==> src/rtl/mul_mux_datapath_if.sv <==
// Operand/product bundle between the ALU input stage and the mul/mux datapath.
// Latency: none of its own; the combinational outputs follow the inputs, MulReg lags by one edge.
// Backpressure: none; every signal is sampled or driven on every cycle.
interface mul_mux_datapath_if #(
  parameter int WIDTH = 8
);
  logic [WIDTH-1:0]   mux_a;
  logic [WIDTH-1:0]   mux_b;
  logic               sel;
  logic [WIDTH-1:0]   mux_out;
  logic [WIDTH-1:0]   gate_in;
  logic               en;
  logic [WIDTH-1:0]   gate_out;
  logic [WIDTH-1:0]   mul_a;
  logic [WIDTH-1:0]   mul_b;
  logic [WIDTH-1:0]   mul_out;
  logic [2*WIDTH-1:0] mul_full;
  logic               we;
  logic [2*WIDTH-1:0] mul_reg;

  // Driver side: supplies operands and controls, observes results.
  modport master (
    output mux_a, mux_b, sel, gate_in, en, mul_a, mul_b, we,
    input  mux_out, gate_out, mul_out, mul_full, mul_reg
  );

  // Datapath side: consumes operands and controls, produces results.
  modport slave (
    input  mux_a, mux_b, sel, gate_in, en, mul_a, mul_b, we,
    output mux_out, gate_out, mul_out, mul_full, mul_reg
  );
endinterface

==> src/rtl/mul_mux_datapath.sv <==
// picoMips ALU operand primitives: 2:1 select mux, enable-gated zero mux, signed multiplier and product register.
// Latency: mux, gate and product outputs are combinational; MulReg updates one rising edge after its inputs.
// Backpressure: none; WE gates the product register load, reset has priority over WE.
module mul_mux_datapath #(
  parameter int WIDTH = 8
) (
  input  logic            i_clk,
  input  logic            i_rst,
  mul_mux_datapath_if.slave io_bus
);

  // Sign-extended operands so the product is formed at full width and never overflows.
  logic signed [2*WIDTH-1:0] w_mul_a_ext;
  logic signed [2*WIDTH-1:0] w_mul_b_ext;
  logic signed [2*WIDTH-1:0] w_mul_full;
  logic        [2*WIDTH-1:0] r_mul_reg;

  assign w_mul_a_ext = {{WIDTH{io_bus.mul_a[WIDTH-1]}}, io_bus.mul_a};
  assign w_mul_b_ext = {{WIDTH{io_bus.mul_b[WIDTH-1]}}, io_bus.mul_b};

  // Single-cycle signed multiply; the low 2*WIDTH bits of the extended product are exact.
  assign w_mul_full = w_mul_a_ext * w_mul_b_ext;

  assign io_bus.mux_out  = io_bus.sel ? io_bus.mux_a : io_bus.mux_b;
  assign io_bus.gate_out = io_bus.en ? io_bus.gate_in : '0;
  assign io_bus.mul_full = w_mul_full;
  // Low half wraps silently; the ALU relies on 1*x = x and 0*x = 0 here.
  assign io_bus.mul_out  = w_mul_full[WIDTH-1:0];
  assign io_bus.mul_reg  = r_mul_reg;

  // Product register: clear on reset, load full product on WE, otherwise hold.
  always_ff @(posedge i_clk) begin
    if (i_rst) begin
      r_mul_reg <= '0;
    end else if (io_bus.we) begin
      r_mul_reg <= w_mul_full;
    end
  end

endmodule

==> src/flat_wrapper.sv <==
// flat-port wrapper written by rule: the top's interface ports become plain ports
module mul_mux_datapath_flat 
#(
  parameter int WIDTH = 8
)
  (i_clk, i_rst, io_bus_mux_a, io_bus_mux_b, io_bus_sel, io_bus_gate_in, io_bus_en, io_bus_mul_a, io_bus_mul_b, io_bus_we, io_bus_mux_out, io_bus_gate_out, io_bus_mul_out, io_bus_mul_full, io_bus_mul_reg);
  mul_mux_datapath_if #(.WIDTH(WIDTH)) io_bus_i ();
  input  logic i_clk;
  input  logic i_rst;
  input wire logic [$bits(io_bus_i.mux_a)-1:0] io_bus_mux_a;
  input wire logic [$bits(io_bus_i.mux_b)-1:0] io_bus_mux_b;
  input wire logic [$bits(io_bus_i.sel)-1:0] io_bus_sel;
  input wire logic [$bits(io_bus_i.gate_in)-1:0] io_bus_gate_in;
  input wire logic [$bits(io_bus_i.en)-1:0] io_bus_en;
  input wire logic [$bits(io_bus_i.mul_a)-1:0] io_bus_mul_a;
  input wire logic [$bits(io_bus_i.mul_b)-1:0] io_bus_mul_b;
  input wire logic [$bits(io_bus_i.we)-1:0] io_bus_we;
  output wire logic [$bits(io_bus_i.mux_out)-1:0] io_bus_mux_out;
  output wire logic [$bits(io_bus_i.gate_out)-1:0] io_bus_gate_out;
  output wire logic [$bits(io_bus_i.mul_out)-1:0] io_bus_mul_out;
  output wire logic [$bits(io_bus_i.mul_full)-1:0] io_bus_mul_full;
  output wire logic [$bits(io_bus_i.mul_reg)-1:0] io_bus_mul_reg;
  assign io_bus_i.mux_a = io_bus_mux_a;
  assign io_bus_i.mux_b = io_bus_mux_b;
  assign io_bus_i.sel = io_bus_sel;
  assign io_bus_i.gate_in = io_bus_gate_in;
  assign io_bus_i.en = io_bus_en;
  assign io_bus_i.mul_a = io_bus_mul_a;
  assign io_bus_i.mul_b = io_bus_mul_b;
  assign io_bus_i.we = io_bus_we;
  assign io_bus_mux_out = io_bus_i.mux_out;
  assign io_bus_gate_out = io_bus_i.gate_out;
  assign io_bus_mul_out = io_bus_i.mul_out;
  assign io_bus_mul_full = io_bus_i.mul_full;
  assign io_bus_mul_reg = io_bus_i.mul_reg;
  mul_mux_datapath #(.WIDTH(WIDTH)) u_core (.i_clk(i_clk), .i_rst(i_rst), .io_bus(io_bus_i));
endmodule
==> config.mk <==
export PLATFORM = sky130hd
export DESIGN_NAME = mul_mux_datapath_flat
export DESIGN_NICKNAME = d
export VERILOG_FILES = /design/src/rtl/mul_mux_datapath_if.sv /design/src/rtl/mul_mux_datapath.sv /design/src/flat_wrapper.sv
export SDC_FILE = /design/constraint.sdc
export NUM_CORES = 1
export LEC_CHECK = 0
export ABC_AREA = 1
export CORE_ASPECT_RATIO = 0.9
export CORE_UTILIZATION = 45
export CTS_CLUSTER_SIZE = 12
export DETAILED_ROUTE_END_ITERATION = 6
export PLACE_DENSITY = 0.76
export SETUP_SLACK_MARGIN = 0.4
export SYNTH_ARGS = -nofsm -noshare
export SYNTH_HDL_FRONTEND = slang
export SYNTH_SLANG_ARGS = --single-unit
==> constraint.sdc <==
create_clock -name i_clk -period 6 [get_ports i_clk]
set_input_delay 0.6 -clock i_clk [delete_from_list [all_inputs] [get_ports i_clk]]
set_output_delay 0.6 -clock i_clk [all_outputs]
set_load 0.005 [all_outputs]
==> results of run 1 <==
[power by group]
group / switching (W) / internal, W
clock network: 0.0000324 / 0.0000444
registers: 0.0000170 / 0.000140
logic: 0.000964 / 0.000883
total: 0.00101 / 0.00107
[metrics by stage]
step / total power [W] / utilization [%]
detailed placement: 0.001793 / 61.45
floorplan: 0.001145 / -
finish: 0.002082 / 64.26
global placement: 0.001760 / 61.45
CTS: 0.001998 / 63.33
global route: 0.002314 / 64.26
[area by class of cell]
cell class | count | area, um2
clock buffers | 3 | 41.29
fillers | 669 | 2750
inverters | 171 | 641.9
multi-input cells | 327 | 2723
flip-flops and latches | 16 | 320.3
well taps | 96 | 120.1
repair buffers | 114 | 1099
[worst reg2reg max path, delay by kind of cell, from the launching register on]
family / cells / cell delay [ns]
flops: 1 / 0.31
simple gates: 2 / 0.16
compound gates: 1 / 0.09
buf+inv: 1 / 0.05
[layout by cell type (no fill, tap or decap)]
cell type        count
a21o_1               1
a21oi_1              5
a21oi_2              4
a21oi_4              1
buf_4               13
buf_6                1
clkbuf_8             3
clkdlybuf4s15_1      1
clkdlybuf4s50_1     81
dfxtp_1             16
dlygate4sd2_1       15
dlymetal6s2s_1       3
fa_1                53
fa_2                 2
ha_1                23
ha_4                 6
inv_1              170
inv_2                1
mux2_2               8
nand2_1            122
nand2_2              6
nand2_4              1
nand3_1             20
nand4_1              3
nor2_1              35
nor2_2               7
nor2_4               2
o21ai_0             14
o21ai_1              4
o21ai_2              2
o21bai_1             1
or2_2                1
xnor2_1              1
xor2_1               4
xor2_2               1
[path summary, 6_finish.rpt]
path	endpoint	slack, ns	from	depth (start not counted)
worst max-delay path	io_bus_mul_full[12]	0.55	io_bus_mul_b[7]	17
worst min-delay path	u_core.io_bus.mul_reg[3]	0.52	u_core.io_bus.mul_reg[3]	2
worst max register to register	u_core.io_bus.mul_reg[11]	5.29	u_core.io_bus.mul_reg[11]	4
worst min register to register	u_core.io_bus.mul_reg[3]	0.52	u_core.io_bus.mul_reg[3]	2
[repair_timing]
action	in CTS	in global routing
setup endpoints to repair	10	8
gates cloned	0	0
pin swaps	8	12
resized for setup	33	22
buffers inserted	2	1
[per-layer routing]
metal	global-route usage, %	up-vias	wire [um]
li1	-	1706	-
met1	26.40	1623	3658
met2	44.37	106	4694
met3	3.113	10	461
met4	2.714	0	84
met5	0	-	0
[logic make-up after synthesis]
logic type,after synthesis,synth area share [%]
multiplexers,8,2.458
AND/OR/NAND/NOR,197,21.27
XOR/XNOR,6,1.434
AO/OA/AOI/OAI,32,4.814
flip-flops,16,8.740
buffers and inverters,200,21.34
adder cells (fa/ha/maj),84,39.95
==> flow_summary.yaml, run 1 <==
routing:
  wire_per_inst_um: 12.24
  drtAntennaViolNets: 0
  drc_errors: 0
  vias: 3445
  drt-total-wl_mm: 8.898
  drt_first_pass_iters: 4
  viasPerCell: 4.739
  drt_iter0_markers: 139
status:
  status: "completed"
worst_setup_path:
  cp_cell_sequence: "clkdlybuf4s50_1 -> inv_2 -> or2_2 -> fa_1 -> fa_1 -> inv_1 -> fa_1 -> inv_1 -> fa_1 -> inv_1 -> ha_4 -> nand2_1 -> o21ai_2 -> nand4_1 -> nand3_1 -> nand2_1 -> dlygate4sd2_1"
  criticalPathCategory: "primary input to output pin"
  worstPathRequired_ns: 5.40
  slowest_stage: "fa_1"
  cp-start-kind: "primary input"
  max_stage_delay_ns: 0.54
  worst-path-buf-inv: 6
  crit_arrival_ns: 4.85
  cp_common_cell: "fa_1"
  critPathTopFamily: "adder cells"
  setup.worst_path.end_class: "output pin"
  crit_fanout: 4
layout:
  antenna_cells: 0
  nNetsFinal: 762
  fin_cells: 727
  areaGrowthSynthToFinish_pct: 34.93
  fin_area_mm2: 0.004945
  largest_reg_flops: 16
  drive_above_1_share_pct: 9.350
timing:
  min_period_ns: 5.449
  rsz0062_at_grt: "no"
  drv_slew: 0
  fin_crit_sh_pct: 90.81
  slew_headroom_pct: 53.80
  skew_ns: 0
  finalWorstSetupSlack_ns: 0.5513
  finalHoldViolCount: 0
  max_freq_ghz: 0.1835
  setup-violations-final: 0
  whs_ns: 0.5193
  tns_ns: 0
  tightest_slew_ns: 0.6908
cts:
  numCtsBuffers: 3
  clock_latency_ns: 0.24
  cts_tree: "done"
  cts_buffer_depth: 2
  htree_levels: 1
  clk_pin_slew_ns: 0.06
  clockRootBuffer: "clkbuf_8"
  clock_sinks: 16
  ctsHoldBuffers: 0
global_route:
  grt_pass1_vias: 3729
  grt_use_total_pct: 22.31
  grt_pass1_wl_mm: 15.75
  antenna_found_initial: 0
  grt_max_degree: 22
  grt_overflow_total: 0
floorplan:
  dieArea_mm2: 0.008510
  initial_core_util_pct: 47.63
  fp.dieH_um: 87.62
  die_w_um: 97.13
  core.rowCount: 30
  coreArea_mm2: 0.007695
  ios: 101
placed_design:
  numPortBuffers: 100
  gp_congestion: 0.8653
  place_area_mm2: 0.004728
  place_ws_ns: 0.04524
  hpwl_mm: 7.490
  placedCellCount: 721
synth:
  netlist_instances: 543
  synth_common_cells: "inv_1 (171), nand2_1 (127), fa_1 (55), nor2_1 (44), ha_1 (29)"
  yosysTopAreaCellShare_pct: 30.04
  synth-edff-count: 0
  ys_seq_area_share_pct: 8.740
  yosysWarnings: 0
  synth.avg_cell_area_um2: 6.749
  synth.net_count: 672
  synth-seq-cells: 16
  ys_types: 23
  synth_area_leaders: "fa_1 (30%), inv_1 (18%), nand2_1 (13%)"
  yosys.area.top_type: "fa_1"
  async_flop_share_pct: 0
  syn_area_mm2: 0.003665
  synth.most_common_cell: "inv_1"
  yosys_most_used_dff: "dfxtp_1"
flow_run:
  cap_violations: 0
pwr:
  peakVddDrop_v: 0.0002179
  power_leakage_nw: 2.889
  p_per_area_mw_per_mm2: 421.0
hold_path:
  hold_path_class: "flip-flop to flip-flop"
(Power assumes the default switching activity.)
==> inputs of run 2 (changes only) <==
--- a/config.mk
+++ b/config.mk
@@ -7,10 +7,10 @@
 export LEC_CHECK = 0
 export ABC_AREA = 1
 export CORE_ASPECT_RATIO = 0.9
-export CORE_UTILIZATION = 45
+export CORE_UTILIZATION = 50
 export CTS_CLUSTER_SIZE = 12
 export DETAILED_ROUTE_END_ITERATION = 6
-export PLACE_DENSITY = 0.76
+export PLACE_DENSITY = 0.83
 export SETUP_SLACK_MARGIN = 0.4
 export SYNTH_ARGS = -nofsm -noshare
 export SYNTH_HDL_FRONTEND = slang
==> flow_summary.yaml, run 2 (synthesis gave the netlist of run 1 again) <==
worst_setup_path:
  reg2reg_from: "u_core.io_bus.mul_reg[8]"
  startpoint: "io_bus_mul_b[1]"
  cp-start-kind: "primary input"
  setup.worst_path.end_class: "output pin"
  worstPathRequired_ns: 5.40
  rrSetupSlack_ns: 5.17
  criticalPathCategory: "primary input to output pin"
  crit_fanout: 6
  crit_arrival_ns: 4.93
global_route:
  grt_pass1_vias: 3798
  grt_use_total_pct: 26.00
  grt_pass1_wl_mm: 16.35
  grt_overflow_total: 0
  antenna_found_initial: 0
  grt_max_degree: 22
timing:
  rsz0062_at_grt: "yes"
  finalHoldViolCount: 0
  finalWorstSetupSlack_ns: 0.4651
  min_period_ns: 5.535
  drv_slew: 0
  setup-violations-final: 0
  tightest_slew_ns: 0.7313
  fin_crit_sh_pct: 92.25
  max_freq_ghz: 0.1807
  whs_ns: 0.5024
  slew_headroom_pct: 51.09
  skew_ns: 0
status:
  status: "completed"
floorplan:
  coreArea_mm2: 0.007076
  core.rowCount: 29
  ios: 101
  dieArea_mm2: 0.007677
  fp.dieH_um: 83.22
  initial_core_util_pct: 51.79
  die_w_um: 92.25
layout:
  final_core_util_pct: 70.03
  areaGrowthSynthToFinish_pct: 35.20
  drive_above_1_share_pct: 9.321
  nNetsFinal: 764
  largest_reg_flops: 16
  fin_cells: 726
  mostFrequentLayoutCell: "inv_1"
  fill_cells: 552
  final_cell_mix: "inv_1 (169), nand2_1 (123), clkdlybuf4s50_1 (80), fa_1 (52), nor2_1 (39)"
  antenna_cells: 0
hold_path:
  hold_path_class: "flip-flop to flip-flop"
  min_from: "u_core.io_bus.mul_reg[1]"
pwr:
  peakVddDrop_v: 0.0002970
  switchingPower_w: 0.001056
  power_leakage_nw: 2.919
  clock_power_share_pct: 3.8
  p_int_w: 0.001101
  fin_total_pwr_w: 0.002157
  p_per_area_mw_per_mm2: 435.4
  switching_share_pct: 48.96
  pwr-share-seq_pct: 7.4
  p_comb_share_pct: 88.8
placed_design:
  placedCellCount: 718
  numPortBuffers: 100
  gp_congestion: 0.8992
  hpwl_mm: 7.785
  place_ws_ns: -0.03282
routing:
  viasPerCell: 4.979
  drt_iter0_markers: 168
  drc_errors: 0
  drt-total-wl_mm: 9.460
  wire_per_inst_um: 13.03
  drtAntennaViolNets: 0
  drt_first_pass_iters: 4
  vias: 3615
cts:
  clk_pin_slew_ns: 0.06
  ctsHoldBuffers: 0
  clock_latency_ns: 0.25
  clockRootBuffer: "clkbuf_8"
  clock_sinks: 16
  numCtsBuffers: 3
  htree_levels: 1
  cts_tree: "done"
  cts_buffer_depth: 2
flow_run:
  cap_violations: 0
-- run 2: cell count changes in the layout (fill, tap and decap cells not counted), moves of 2 or more --
| cell | delta |
|---|---|
| dlymetal6s2s_1 | +2 |
| nor2_2 | -5 |
| buf_4 | +2 |
| nand2_2 | -2 |
| nor2_1 | +4 |
-- run 2: per-stage QoR --
step	TNS (ns)	area [um2]
floorplan	0	3665
global placement	0	4725
detailed placement	-0.03282	4725
CTS	0	4845
global route	0	4955
finish	0	4955
-- run 2: final cells by class --
cell class                 count  area, um2  share of cell area, %
multi-input combinational    327       2716                  54.82
timing repair buffer         116       1119                  22.58
inverter                     171      641.9                  12.95
sequential                    16      320.3                  6.465
tap                           93      116.4                  2.348
clock buffer                   3      41.29                 0.8333
-- run 2: timing repair --
item | 4_1_cts | 5_1_grt
setup endpoints to repair | 8 | 9
resized for setup | 33 | 24
gates cloned | 0 | 0
setup buffers | 2 | 3
pin swaps | 15 | 10
-- run 2: layer usage --
metal,vias to the layer above,track usage (%),routed length (um)
met5,-,0,0
li1,1712,-,-
met4,0,5.398,183
met2,147,50.61,5062
met1,1731,29.38,3712
met3,25,4.212,502
-- run 2: final timing paths --
kind                              endpoint  cells after the start
setup / recovery        io_bus_mul_full[9]                     17
hold / removal    u_core.io_bus.mul_reg[1]                      2
setup reg to reg  u_core.io_bus.mul_reg[8]                      4
hold reg to reg   u_core.io_bus.mul_reg[1]                      2
-- run 2: worst max-delay path: stages --
cell and delay (ns):
clkdlybuf4s50_1 0.49, buf_4 0.20, nand2_1 0.07, inv_1 0.04, ha_1 0.31, fa_1 0.51
inv_1 0.05, fa_1 0.47, fa_1 0.56, inv_1 0.05, ha_1 0.38, nand3_1 0.12
nand2_2 0.13, inv_1 0.09, o21ai_2 0.16, xor2_2 0.20, clkdlybuf4s50_1 0.53
-- run 2: power by group through the flow --
stage	clock network [W]	logic, W	registers, W
after floorplan	0	0.000984	0.000161
after global placement	0	0.00159	0.000158
after detailed placement	0	0.00164	0.000158
after CTS	0.0000808	0.00175	0.000157
after global routing	0.0000873	0.00213	0.000161
final	0.0000820	0.00192	0.000159
==> inputs of run 3 (changes only) <==
--- a/config.mk
+++ b/config.mk
@@ -8,10 +8,10 @@
 export ABC_AREA = 1
 export CORE_ASPECT_RATIO = 0.9
 export CORE_UTILIZATION = 50
-export CTS_CLUSTER_SIZE = 12
 export DETAILED_ROUTE_END_ITERATION = 6
 export PLACE_DENSITY = 0.83
 export SETUP_SLACK_MARGIN = 0.4
+export SKIP_CTS_REPAIR_TIMING = 1
 export SYNTH_ARGS = -nofsm -noshare
 export SYNTH_HDL_FRONTEND = slang
 export SYNTH_SLANG_ARGS = --single-unit
==> flow_summary.yaml, run 3 (synthesis gave the netlist of run 1 again) <==
floorplan:
  die_w_um: 92.25
  core.rowCount: 29
  initial_core_util_pct: 51.79
  ios: 101
  coreArea_mm2: 0.007076
  dieArea_mm2: 0.007677
  fp.dieH_um: 83.22
placed_design:
  numPortBuffers: 100
  place_ws_ns: -0.03282
  place_area_mm2: 0.004725
  hpwl_mm: 7.785
  gp_congestion: 0.8992
cts:
  clock_latency_ns: 0.25
  clk_pin_slew_ns: 0.06
  clock_sinks: 16
  numCtsBuffers: 3
  htree_levels: 1
  cts_tree: "done"
  cts_buffer_depth: 2
  clockRootBuffer: "clkbuf_8"
pwr:
  p_per_area_mw_per_mm2: 410.8
  power_leakage_nw: 2.950
  peakVddDrop_v: 0.0003012
layout:
  areaGrowthSynthToFinish_pct: 33.70
  antenna_cells: 0
  final_cell_mix: "inv_1 (171), nand2_1 (122), clkdlybuf4s50_1 (85), fa_1 (52), nor2_1 (40)"
  final_core_util_pct: 69.25
  fin_area_mm2: 0.004900
  fill_cells: 564
  largest_reg_flops: 16
  nNetsFinal: 759
  mostFrequentLayoutCell: "inv_1"
  drive_above_1_share_pct: 7.962
global_route:
  grt_max_degree: 22
  grt_overflow_total: 0
  grt_use_total_pct: 25.28
  antenna_found_initial: 0
  grt_pass1_wl_mm: 16.00
  grt_pass1_vias: 3738
worst_setup_path:
  setup.worst_path.end_class: "output pin"
  slowest_stage: "fa_1"
  crit_fanout: 4
  worstPathRequired_ns: 5.40
  critPathTopFamily: "adder cells"
  cp-start-kind: "primary input"
  cp_common_cell: "inv_1"
  reg2reg_depth: 4
  path_depth: 17
  cp_cell_sequence: "clkdlybuf4s50_1 -> inv_1 -> or2_2 -> fa_2 -> fa_1 -> inv_1 -> fa_1 -> inv_1 -> fa_1 -> inv_1 -> ha_4 -> nand2_1 -> nor2_1 -> nand2_1 -> nand2_1 -> xor2_1 -> clkdlybuf4s50_1"
  crit_arrival_ns: 5.10
  criticalPathCategory: "primary input to output pin"
  worst-path-buf-inv: 6
  max_stage_delay_ns: 0.55
timing:
  max_freq_ghz: 0.1755
  slew_headroom_pct: 52.12
  skew_ns: 0
  rsz0062_at_grt: "yes"
  drv_slew: 0
  finalHoldViolCount: 0
  tns_ns: 0
  tightest_slew_ns: 0.7159
  setup-violations-final: 0
  finalWorstSetupSlack_ns: 0.3032
  fin_crit_sh_pct: 94.95
  min_period_ns: 5.697
routing:
  drtAntennaViolNets: 0
  drt_first_pass_iters: 4
  vias: 3599
  drt-total-wl_mm: 9.112
  wire_per_inst_um: 12.64
  viasPerCell: 4.992
  drc_errors: 0
  drt_iter0_markers: 150
flow_run:
  cap_violations: 0
hold_path:
  holdPathStages: 2
  hold_path_class: "flip-flop to flip-flop"
status:
  status: "completed"
run 3: changes by cell type in the layout (fill, tap and decap cells not counted), sizes merged:
cell / change
buf: -5
clkdlybuf4s50: +5
dlygate4sd2: -15
dlymetal6s2s: +10
run 3: worst paths after layout:
path	from	to	slack, ns
worst min register to register	u_core.io_bus.mul_reg[1]	u_core.io_bus.mul_reg[1]	0.50
worst max-delay path	io_bus_mul_b[7]	io_bus_mul_full[10]	0.30
worst min-delay path	u_core.io_bus.mul_reg[1]	u_core.io_bus.mul_reg[1]	0.50
worst max register to register	u_core.io_bus.mul_reg[6]	u_core.io_bus.mul_reg[6]	5.23
run 3: area by class of cell:
type	count	area [um2]	area share, %
Multi-Input combinational cell	327	2659	54.26
Timing Repair Buffer	111	1121	22.88
Inverter	171	641.9	13.10
Sequential cell	16	320.3	6.537
Tap cell	93	116.4	2.375
Clock buffer	3	41.29	0.8427
run 3: metal layers:
layer,vias to the layer above,share of wire (%),GRT usage [%]
li1,1705,-,-
met1,1706,38,29.23
met2,159,54,48.24
met3,29,6.5,4.396
met4,0,1.9,5.256
met5,-,0,0
run 3: report_power, final:
group	leakage (nW)	internal [W]	total (W)	switching (W)
clock network	0.0216	0.0000445	0.0000808	0.0000362
logic	2.80	0.000850	0.00177	0.000925
registers	0.133	0.000140	0.000157	0.0000172
run 3: stage by stage:
| step | hold slack, ns | instances | total power, W |
|---|---|---|---|
| finish | 0.5017 | 721 | 0.002013 |
| detailed placement | 0.4936 | 718 | 0.001800 |
| global route | 0.5290 | 721 | 0.002228 |
| global placement | 0.4829 | 718 | 0.001744 |
| CTS | 0.5076 | 721 | 0.001888 |
| floorplan | 0.4870 | 543 | 0.001145 |
run 3: worst reg2reg max path: stages, from the launching register on:
cell,delay (ns)
dfxtp_1,0.34
nor2_1,0.05
nor2_1,0.14
o21ai_0,0.11
inv_1,0.08
